## src/rtl/aq_gemac_udp_tx_if.sv

```systemverilog
// Payload stream and external TX buffer handshake bundle
// for the UDP/IPv4 frame builder.
interface aq_gemac_udp_tx_if;
  logic        PAY_VALID;
  logic [31:0] PAY_DATA;
  logic        PAY_READY;
  logic        ETX_BUFF_WE;
  logic        ETX_BUFF_START;
  logic        ETX_BUFF_END;
  logic [31:0] ETX_BUFF_DATA;
  logic        ETX_BUFF_READY;
  logic        ETX_BUFF_FULL;

  modport master (
    input  PAY_VALID,
    input  PAY_DATA,
    output PAY_READY,
    output ETX_BUFF_WE,
    output ETX_BUFF_START,
    output ETX_BUFF_END,
    output ETX_BUFF_DATA,
    input  ETX_BUFF_READY,
    input  ETX_BUFF_FULL
  );

  modport slave (
    output PAY_VALID,
    output PAY_DATA,
    input  PAY_READY,
    input  ETX_BUFF_WE,
    input  ETX_BUFF_START,
    input  ETX_BUFF_END,
    input  ETX_BUFF_DATA,
    output ETX_BUFF_READY,
    output ETX_BUFF_FULL
  );
endinterface

```

## src/rtl/aq_gemac_udp_tx.sv

```systemverilog
// UDP/IPv4 frame builder: length word, 42-byte header with
// IPv4 checksum, then payload realigned by two bytes.
module aq_gemac_udp_tx #(
  parameter logic [7:0] TTL         = 8'h40,
  parameter int         MAX_PAYLOAD = 1472
) (
  input  logic        CLK,
  input  logic        RST,
  input  logic [47:0] MAC_ADDRESS,
  input  logic [31:0] IP_ADDRESS,
  input  logic [47:0] DST_MAC,
  input  logic [31:0] DST_IP,
  input  logic [15:0] SRC_PORT,
  input  logic [15:0] DST_PORT,
  input  logic        REQ,
  input  logic [10:0] LENGTH,
  output logic        BUSY,
  output logic        DONE,
  output logic        LEN_ERR,
  aq_gemac_udp_tx_if.master bus
);

  localparam logic [2:0] S_IDLE  = 3'd0;
  localparam logic [2:0] S_CSUM  = 3'd1;
  localparam logic [2:0] S_HDR   = 3'd2;
  localparam logic [2:0] S_PAY   = 3'd3;
  localparam logic [2:0] S_FLUSH = 3'd4;

  logic [2:0]  state_q;
  logic [47:0] smac_q, dmac_q;
  logic [31:0] sip_q, dip_q;
  logic [15:0] sport_q, dport_q;
  logic [10:0] len_q;
  logic [15:0] id_q, cs_q, carry_q;
  logic [17:0] acc_q;
  logic [3:0]  step_q;
  logic [8:0]  pcnt_q;
  logic        done_q, lerr_q;

  logic [15:0]  totlen, ulen, flen;
  logic [15:0]  term_a, term_b;
  logic [17:0]  acc_d;
  logic [16:0]  fold1;
  logic [15:0]  fold2;
  logic [15:0]  cs_d;
  logic [319:0] hdr;
  logic [351:0] frame;
  logic [11:0]  nw_sum;
  logic         plast;
  logic         end_in_pay;
  logic [31:0]  mask;
  logic [31:0]  pdata;

  assign totlen = 16'(len_q) + 16'd28;
  assign ulen   = 16'(len_q) + 16'd8;
  assign flen   = 16'(len_q) + 16'd42;

  always_comb begin
    term_a = 16'h0000;
    term_b = 16'h0000;
    case (step_q[2:0])
      3'd0: begin term_a = 16'h4500; term_b = totlen; end
      3'd1: begin term_a = id_q; term_b = 16'h4000; end
      3'd2: begin
        term_a = {TTL, 8'h11};
        term_b = {sip_q[7:0], sip_q[15:8]};
      end
      3'd3: begin
        term_a = {sip_q[23:16], sip_q[31:24]};
        term_b = {dip_q[7:0], dip_q[15:8]};
      end
      3'd4: term_a = {dip_q[23:16], dip_q[31:24]};
      default: ;
    endcase
  end

  // Carries are folded back on every add so 18 bits never overflow.
  assign acc_d = {2'b00, acc_q[15:0]} + {16'h0000, acc_q[17:16]}
               + {2'b00, term_a} + {2'b00, term_b};
  assign fold1 = {1'b0, acc_d[15:0]} + {15'h0000, acc_d[17:16]};
  assign fold2 = fold1[15:0] + {15'h0000, fold1[16]};
  assign cs_d  = ~fold2;

  // Byte k of the header sits at hdr[8k +: 8].
  assign hdr = {ulen[7:0], ulen[15:8], dport_q[7:0], dport_q[15:8],
                sport_q[7:0], sport_q[15:8], dip_q, sip_q,
                cs_q[7:0], cs_q[15:8], 8'h11, TTL, 8'h00, 8'h40,
                id_q[7:0], id_q[15:8], totlen[7:0], totlen[15:8],
                8'h00, 8'h45, 8'h00, 8'h08, smac_q, dmac_q};
  assign frame = {hdr, flen, 16'h0000};

  assign nw_sum     = {1'b0, len_q} + 12'd3;
  assign plast      = (pcnt_q + 9'd1) == nw_sum[10:2];
  assign end_in_pay = len_q[1] ^ len_q[0];

  always_comb begin
    mask = 32'hFFFF_FFFF;
    case (len_q[1:0])
      2'd1: mask = 32'h0000_00FF;
      2'd2: mask = 32'h0000_FFFF;
      2'd3: mask = 32'h00FF_FFFF;
      default: ;
    endcase
  end

  assign pdata = plast ? (bus.PAY_DATA & mask) : bus.PAY_DATA;

  always_comb begin
    bus.PAY_READY      = 1'b0;
    bus.ETX_BUFF_WE    = 1'b0;
    bus.ETX_BUFF_START = 1'b0;
    bus.ETX_BUFF_END   = 1'b0;
    bus.ETX_BUFF_DATA  = 32'h0000_0000;
    unique case (1'b1)
      state_q == S_HDR: begin
        bus.ETX_BUFF_WE    = !bus.ETX_BUFF_FULL;
        bus.ETX_BUFF_START = !bus.ETX_BUFF_FULL && step_q == 4'd0;
        bus.ETX_BUFF_DATA  = frame[{step_q, 5'd0} +: 32];
      end
      state_q == S_PAY: begin
        bus.PAY_READY     = !bus.ETX_BUFF_FULL;
        bus.ETX_BUFF_WE   = !bus.ETX_BUFF_FULL && bus.PAY_VALID;
        bus.ETX_BUFF_END  = bus.ETX_BUFF_WE && plast && end_in_pay;
        bus.ETX_BUFF_DATA = {pdata[15:0], carry_q};
      end
      state_q == S_FLUSH: begin
        bus.ETX_BUFF_WE   = !bus.ETX_BUFF_FULL;
        bus.ETX_BUFF_END  = !bus.ETX_BUFF_FULL;
        bus.ETX_BUFF_DATA = {16'h0000, carry_q};
      end
      default: ;
    endcase
  end

  assign BUSY    = state_q != S_IDLE;
  assign DONE    = done_q;
  assign LEN_ERR = lerr_q;

  always_ff @(posedge CLK) begin
    if (!RST) begin
      state_q <= S_IDLE;
      smac_q  <= '0;
      dmac_q  <= '0;
      sip_q   <= '0;
      dip_q   <= '0;
      sport_q <= '0;
      dport_q <= '0;
      len_q   <= '0;
      id_q    <= '0;
      cs_q    <= '0;
      carry_q <= '0;
      acc_q   <= '0;
      step_q  <= '0;
      pcnt_q  <= '0;
      done_q  <= 1'b0;
      lerr_q  <= 1'b0;
    end else begin
      done_q <= 1'b0;
      lerr_q <= 1'b0;
      case (state_q)
        S_IDLE: begin
          if (REQ && bus.ETX_BUFF_READY) begin
            if (LENGTH != 11'd0 && LENGTH <= 11'(MAX_PAYLOAD)) begin
              smac_q  <= MAC_ADDRESS;
              dmac_q  <= DST_MAC;
              sip_q   <= IP_ADDRESS;
              dip_q   <= DST_IP;
              sport_q <= SRC_PORT;
              dport_q <= DST_PORT;
              len_q   <= LENGTH;
              acc_q   <= '0;
              step_q  <= '0;
              state_q <= S_CSUM;
            end else begin
              lerr_q <= 1'b1;
            end
          end
        end
        S_CSUM: begin
          acc_q  <= acc_d;
          step_q <= step_q + 4'd1;
          if (step_q == 4'd4) begin
            cs_q    <= cs_d;
            step_q  <= '0;
            state_q <= S_HDR;
          end
        end
        S_HDR: begin
          if (!bus.ETX_BUFF_FULL) begin
            step_q <= step_q + 4'd1;
            if (step_q == 4'd10) begin
              step_q  <= '0;
              carry_q <= '0;
              pcnt_q  <= '0;
              state_q <= S_PAY;
            end
          end
        end
        S_PAY: begin
          if (bus.PAY_VALID && !bus.ETX_BUFF_FULL) begin
            carry_q <= pdata[31:16];
            pcnt_q  <= pcnt_q + 9'd1;
            if (plast) begin
              if (end_in_pay) begin
                done_q  <= 1'b1;
                id_q    <= id_q + 16'd1;
                state_q <= S_IDLE;
              end else begin
                state_q <= S_FLUSH;
              end
            end
          end
        end
        S_FLUSH: begin
          if (!bus.ETX_BUFF_FULL) begin
            done_q  <= 1'b1;
            id_q    <= id_q + 16'd1;
            state_q <= S_IDLE;
          end
        end
        default: state_q <= S_IDLE;
      endcase
    end
  end

endmodule

```

## src/flat_wrapper.sv

```systemverilog
// flat-port wrapper written by rule: the top's interface ports become plain ports
module aq_gemac_udp_tx_flat 
#(
  parameter logic [7:0] TTL         = 8'h40,
  parameter int         MAX_PAYLOAD = 1472
)
  (CLK, RST, MAC_ADDRESS, IP_ADDRESS, DST_MAC, DST_IP, SRC_PORT, DST_PORT, REQ, LENGTH, BUSY, DONE, LEN_ERR, bus_PAY_VALID, bus_PAY_DATA, bus_PAY_READY, bus_ETX_BUFF_WE, bus_ETX_BUFF_START, bus_ETX_BUFF_END, bus_ETX_BUFF_DATA, bus_ETX_BUFF_READY, bus_ETX_BUFF_FULL);
  aq_gemac_udp_tx_if bus_i ();
  input  logic CLK;
  input  logic RST;
  input  logic [47:0] MAC_ADDRESS;
  input  logic [31:0] IP_ADDRESS;
  input  logic [47:0] DST_MAC;
  input  logic [31:0] DST_IP;
  input  logic [15:0] SRC_PORT;
  input  logic [15:0] DST_PORT;
  input  logic REQ;
  input  logic [10:0] LENGTH;
  output logic BUSY;
  output logic DONE;
  output logic LEN_ERR;
  input wire logic [$bits(bus_i.PAY_VALID)-1:0] bus_PAY_VALID;
  input wire logic [$bits(bus_i.PAY_DATA)-1:0] bus_PAY_DATA;
  output wire logic [$bits(bus_i.PAY_READY)-1:0] bus_PAY_READY;
  output wire logic [$bits(bus_i.ETX_BUFF_WE)-1:0] bus_ETX_BUFF_WE;
  output wire logic [$bits(bus_i.ETX_BUFF_START)-1:0] bus_ETX_BUFF_START;
  output wire logic [$bits(bus_i.ETX_BUFF_END)-1:0] bus_ETX_BUFF_END;
  output wire logic [$bits(bus_i.ETX_BUFF_DATA)-1:0] bus_ETX_BUFF_DATA;
  input wire logic [$bits(bus_i.ETX_BUFF_READY)-1:0] bus_ETX_BUFF_READY;
  input wire logic [$bits(bus_i.ETX_BUFF_FULL)-1:0] bus_ETX_BUFF_FULL;
  assign bus_i.PAY_VALID = bus_PAY_VALID;
  assign bus_i.PAY_DATA = bus_PAY_DATA;
  assign bus_PAY_READY = bus_i.PAY_READY;
  assign bus_ETX_BUFF_WE = bus_i.ETX_BUFF_WE;
  assign bus_ETX_BUFF_START = bus_i.ETX_BUFF_START;
  assign bus_ETX_BUFF_END = bus_i.ETX_BUFF_END;
  assign bus_ETX_BUFF_DATA = bus_i.ETX_BUFF_DATA;
  assign bus_i.ETX_BUFF_READY = bus_ETX_BUFF_READY;
  assign bus_i.ETX_BUFF_FULL = bus_ETX_BUFF_FULL;
  aq_gemac_udp_tx #(.TTL(TTL), .MAX_PAYLOAD(MAX_PAYLOAD)) u_core (.CLK(CLK), .RST(RST), .MAC_ADDRESS(MAC_ADDRESS), .IP_ADDRESS(IP_ADDRESS), .DST_MAC(DST_MAC), .DST_IP(DST_IP), .SRC_PORT(SRC_PORT), .DST_PORT(DST_PORT), .REQ(REQ), .LENGTH(LENGTH), .BUSY(BUSY), .DONE(DONE), .LEN_ERR(LEN_ERR), .bus(bus_i));
endmodule
```

## config.mk

```make
export PLATFORM = sky130hd
export DESIGN_NAME = aq_gemac_udp_tx_flat
export DESIGN_NICKNAME = d
export VERILOG_FILES = /design/src/rtl/aq_gemac_udp_tx_if.sv /design/src/rtl/aq_gemac_udp_tx.sv /design/src/flat_wrapper.sv
export SDC_FILE = /design/constraint.sdc
export NUM_CORES = 1
export LEC_CHECK = 0
export BUFFER_PORTS_ARGS = -buffer_cell sky130_fd_sc_hd__buf_2
export CAP_MARGIN = 15
export CORE_ASPECT_RATIO = 0.8
export CORE_UTILIZATION = 52
export DETAILED_ROUTE_END_ITERATION = 12
export GPL_TIMING_DRIVEN = 0
export PLACE_DENSITY = 0.74
export SLEW_MARGIN = 20
export SYNTH_ARGS = -nofsm -noshare
export SYNTH_HDL_FRONTEND = slang
export SYNTH_SLANG_ARGS = --single-unit
```

## constraint.sdc

```tcl
create_clock -name CLK -period 7.95 [get_ports CLK]
set_input_delay 2.385 -clock CLK [delete_from_list [all_inputs] [get_ports CLK]]
set_output_delay 2.385 -clock CLK [all_outputs]
set_load 0.01 [all_outputs]
```

==> results.py <==
metrics = {
    "critical_path": {
        "startpoint_type": "flip-flop",
        "rr_endpoint": "u_core.cs_q[10]$_SDFFE_PN0P_",
        "r2r_slack_ps": -80,
        "path_class": "reg2reg",
        "cpPeakStageDelay_ps": 920,
        "end_kind": "flip-flop",
        "cp_slowest_cell": "a222oi_1",
        "cp_max_fo": 10,
        "r2r_cells": 37,
        "arrival_ps": 8480,
        "critical_path_required_ps": 8400,
        "reg2reg_from": "u_core.step_q[1]$_SDFFE_PN0P_",
    },
    "power_and_ir_drop": {
        "swShare_pct": 41.3,
        "internal_power_mw": 3.13,
        "power_switching_mw": 2.20,
        "vdd_ir_drop_max_mv": 0.181,
        "power.leakage_nw": 7.78,
        "p_per_area_mw_per_mm2": 265,
        "power.share.clock_pct": 26.5,
        "seqPwrFrac_pct": 31.4,
        "combPwrFrac_pct": 42.1,
    },
    "yosys": {
        "netlist_area_mm2": 0.0165,
        "synth-async-reset-ratio_pct": 0,
        "synth.cells.most_frequent": "nand2_1, a21oi_1, dfxtp_1",
        "synth_compound_area_share_pct": 21.6,
        "synthAdderAreaFrac_pct": 5.43,
        "ys_seq_elements": 287,
        "synth-simple-area-share_pct": 22.1,
        "synth_top_area_share_pct": 34.9,
        "ys.flop_type": "dfxtp_1",
        "postSynthCellCount": 2157,
        "synthMuxAreaShare_pct": 5.70,
        "synth_top_area_cell": "dfxtp_1",
        "synth_top_family_by_area": "simple AND/OR/NAND/NOR gates",
        "synth_area_leaders": "dfxtp_1, nand2_1, a21oi_1",
        "ys_warn_count": 0,
        "synth_xor_area_share_pct": 5.36,
        "seq_area_frac_synth_pct": 34.9,
        "synth_edf_count": 0,
        "syn-num-nets": 2458,
        "synth.most_common_cell": "nand2_1",
        "avgSynthCellArea_um2": 7.63,
        "ys_types": 84,
    },
    "timing": {
        "max_slew_margin_pct": 16.8,
        "setup_violations": 3,
        "period_needed_ps": 8030,
        "max_freq_ghz": 0.125,
        "skew_ps": 32.3,
        "hold_viol_final": 0,
        "period_share_pct": 101,
        "slew_viol_final": 0,
        "worst_pin_slew_ps": 1220,
        "rsz0062_at_grt": "yes",
        "setup_slack_ps": -79.7,
    },
    "drt": {
        "drtAntennaViolNets": 0,
        "drt_iter0_drc": 2822,
        "wirelength_mm": 74.4,
        "vias_per_cell": 6.36,
        "wl_per_cell_um": 25.3,
        "remaining_drc_errors": 0,
        "first_pass_iters": 9,
        "vias": 18700,
    },
    "global_routing": {
        "antenna_found_initial": 2,
        "track_usage_pct": 44.3,
        "grt-ovfl-total": 0,
        "grt_pass1_wl_mm": 107,
        "grt_pass1_vias": 17200,
        "grt_max_degree": 21,
    },
    "die": {
        "coreArea_mm2": 0.0307,
        "boundaryPins": 280,
        "dieHeight_um": 161,
        "floorplan.initialDensity_pct": 53.5,
        "die_area_mm2": 0.0324,
        "num_rows": 57,
        "die_w_um": 201,
    },
    "clock_tree": {
        "cts-htree-levels": 1,
        "cts.path.max_buffers": 3,
        "cts_made_buffers": 28,
        "clockRootBuffer": "clkbuf_16",
        "ctsHoldBuffers": 0,
        "path_clk_slew_ps": 70,
        "clock_latency_ps": 610,
        "cts_tree": "done",
        "clock-sinks": 287,
    },
    "final_layout": {
        "syn_to_final_growth_pct": 22.5,
        "final_nets": 2802,
        "fin_cells": 2936,
        "final_core_util_pct": 65.6,
        "layout-drive-gt1-share_pct": 19.8,
        "n_antenna_cell": 0,
    },
    "placed_design": {
        "port-buffer-count": 278,
        "place_congestion": 1.04,
        "hpwl_mm": 58.9,
        "place_inst": 2848,
    },
    "flow_run": {
        "maxCapViolCount": 0,
    },
    "worst_hold_path": {
        "hold-path-cell-count": 2,
        "min_to": "u_core.dmac_q[23]$_SDFFE_PN0P_",
        "min_path_type": "reg2reg",
        "min_from": "u_core.dmac_q[23]$_SDFFE_PN0P_",
    },
    "outcome": {
        "violations": "setup timing",
        "status": "complete, but fails checks",
    },
}
-- worst max-delay path: cells and delay by family, from the launching register on --
| family | cells | cell delay [ps] |
|---|---|---|
| AOI/OAI and AO/OA | 10 | 2540 |
| and+or+nand+nor | 12 | 2070 |
| adders and majority gates | 6 | 1540 |
| buffers and inverters | 8 | 1190 |
| DFF | 1 | 370 |
| xor gates and xnor gates | 1 | 160 |
-- cells by family after synthesis --
kind of cell,after synthesis
compound gates,572
xor+xnor,96
simple gates,851
buf+inv,213
flops,287
mux,78
fa+ha+maj,60
-- cell type report --
type / count / area, um2
Clock buffer: 39 / 792
Timing Repair Buffer: 322 / 1730
Buffer: 148 / 631
Fill cell: 2622 / 10600
Inverter: 57 / 241
Sequential cell: 287 / 5770
Multi-Input combinational cell: 1657 / 10300
Tap cell: 413 / 517
Clock inverter: 13 / 175
-- placed cells by master (no fill, tap or decap), types with 6 or more instances in the layout --
cell type,Yosys,layout
nand2_1,503,503
inv_1,55,48
clkbuf_1,139,130
mux2i_1,51,51
buf_4,0,43
buf_6,1,7
a22o_1,7,7
nor4_1,9,9
o22ai_1,12,12
nor2_1,167,165
and3_1,18,16
and2_1,8,8
xor2_1,23,22
a21oi_1,308,302
nand4_1,17,17
clkinv_2,0,6
clkbuf_16,0,28
nand3_1,40,38
fa_1,19,18
nor3_1,21,18
a22oi_1,37,37
ha_4,0,8
buf_2,6,283
or3_1,9,9
o211ai_1,11,11
ha_1,41,29
mux2_2,16,16
mux4_2,11,11
nand2b_1,16,16
xnor2_1,70,66
a222oi_1,23,23
buf_1,10,6
o21ai_0,64,62
dfxtp_1,287,281
a211oi_1,14,14
a21o_1,13,13
a221oi_1,17,16
-- power groups by stage --
stage          clock [mW]  sequential (mW)  combinational, mW
6_report             1.41             1.67               2.24
4_1_cts              1.40             1.66               2.01
5_1_grt              1.46             1.68               2.37
2_1_floorplan           0             1.64               1.33
3_3_place_gp            0             1.68               1.89
3_5_place_dp            0             1.69               1.94
-- metrics by stage --
stage / setup TNS [ps] / hold WS [ps] / instance area (um2) / power [mW] / setup WS [ps]
after global routing: -1370 / 468 / 20200 / 5.51 / -268
after CTS: 0 / 456 / 19600 / 5.07 / 21.4
after floorplan: 0 / 427 / 16500 / 2.97 / 324
final: -134 / 456 / 20200 / 5.33 / -79.7
after detailed placement: -28810 / 447 / 18400 / 3.63 / -2340
after global placement: -25690 / 440 / 18400 / 3.58 / -2150
-- registers in the layout (all words and copies together) (netlist names) --
register        cells
u_core.acc_q       18
u_core.step_q       4
u_core.dip_q       32
u_core.smac_q      48
u_core.carry_q     16
u_core.len_q       11
u_core.dmac_q      48
u_core.sip_q       32
u_core.pcnt_q       9
u_core.sport_q     16
u_core.DONE         1
u_core.dport_q     16
u_core.LEN_ERR      1
u_core.state_q      3
u_core.id_q        16
u_core.cs_q        16
-- per-layer routing --
layer / GRT usage [%] / up-vias / part of all wire [%]
met3: 10.8 / 190 / 14
met2: 64.3 / 1428 / 41
met1: 64.5 / 8885 / 41
met4: 13.4 / 2 / 3.5
met5: 0 / - / 0.021
li1: - / 8175 / -
-- worst max path at each step --
stage	start	to	slack [ps]
floorplan	u_core.step_q[0]$_SDFFE_PN0P_	u_core.cs_q[12]$_SDFFE_PN0P_	320
global placement	u_core.step_q[0]$_SDFFE_PN0P_	u_core.cs_q[11]$_SDFFE_PN0P_	-2150
detailed placement	u_core.step_q[0]$_SDFFE_PN0P_	u_core.cs_q[12]$_SDFFE_PN0P_	-2340
CTS	u_core.len_q[3]$_SDFFE_PN0P_	u_core.cs_q[13]$_SDFFE_PN0P_	20
global route	u_core.len_q[3]$_SDFFE_PN0P_	u_core.cs_q[10]$_SDFFE_PN0P_	-270
finish	u_core.step_q[1]$_SDFFE_PN0P_	u_core.cs_q[10]$_SDFFE_PN0P_	-80
-- what timing repair did --
action	4_1_cts	5_1_grt
gates resized for setup	54	85
buffers inserted	19	25
gates cloned	0	0
pin swaps	18	51
setup endpoints to repair	16	11
(Power assumes the default switching activity.)
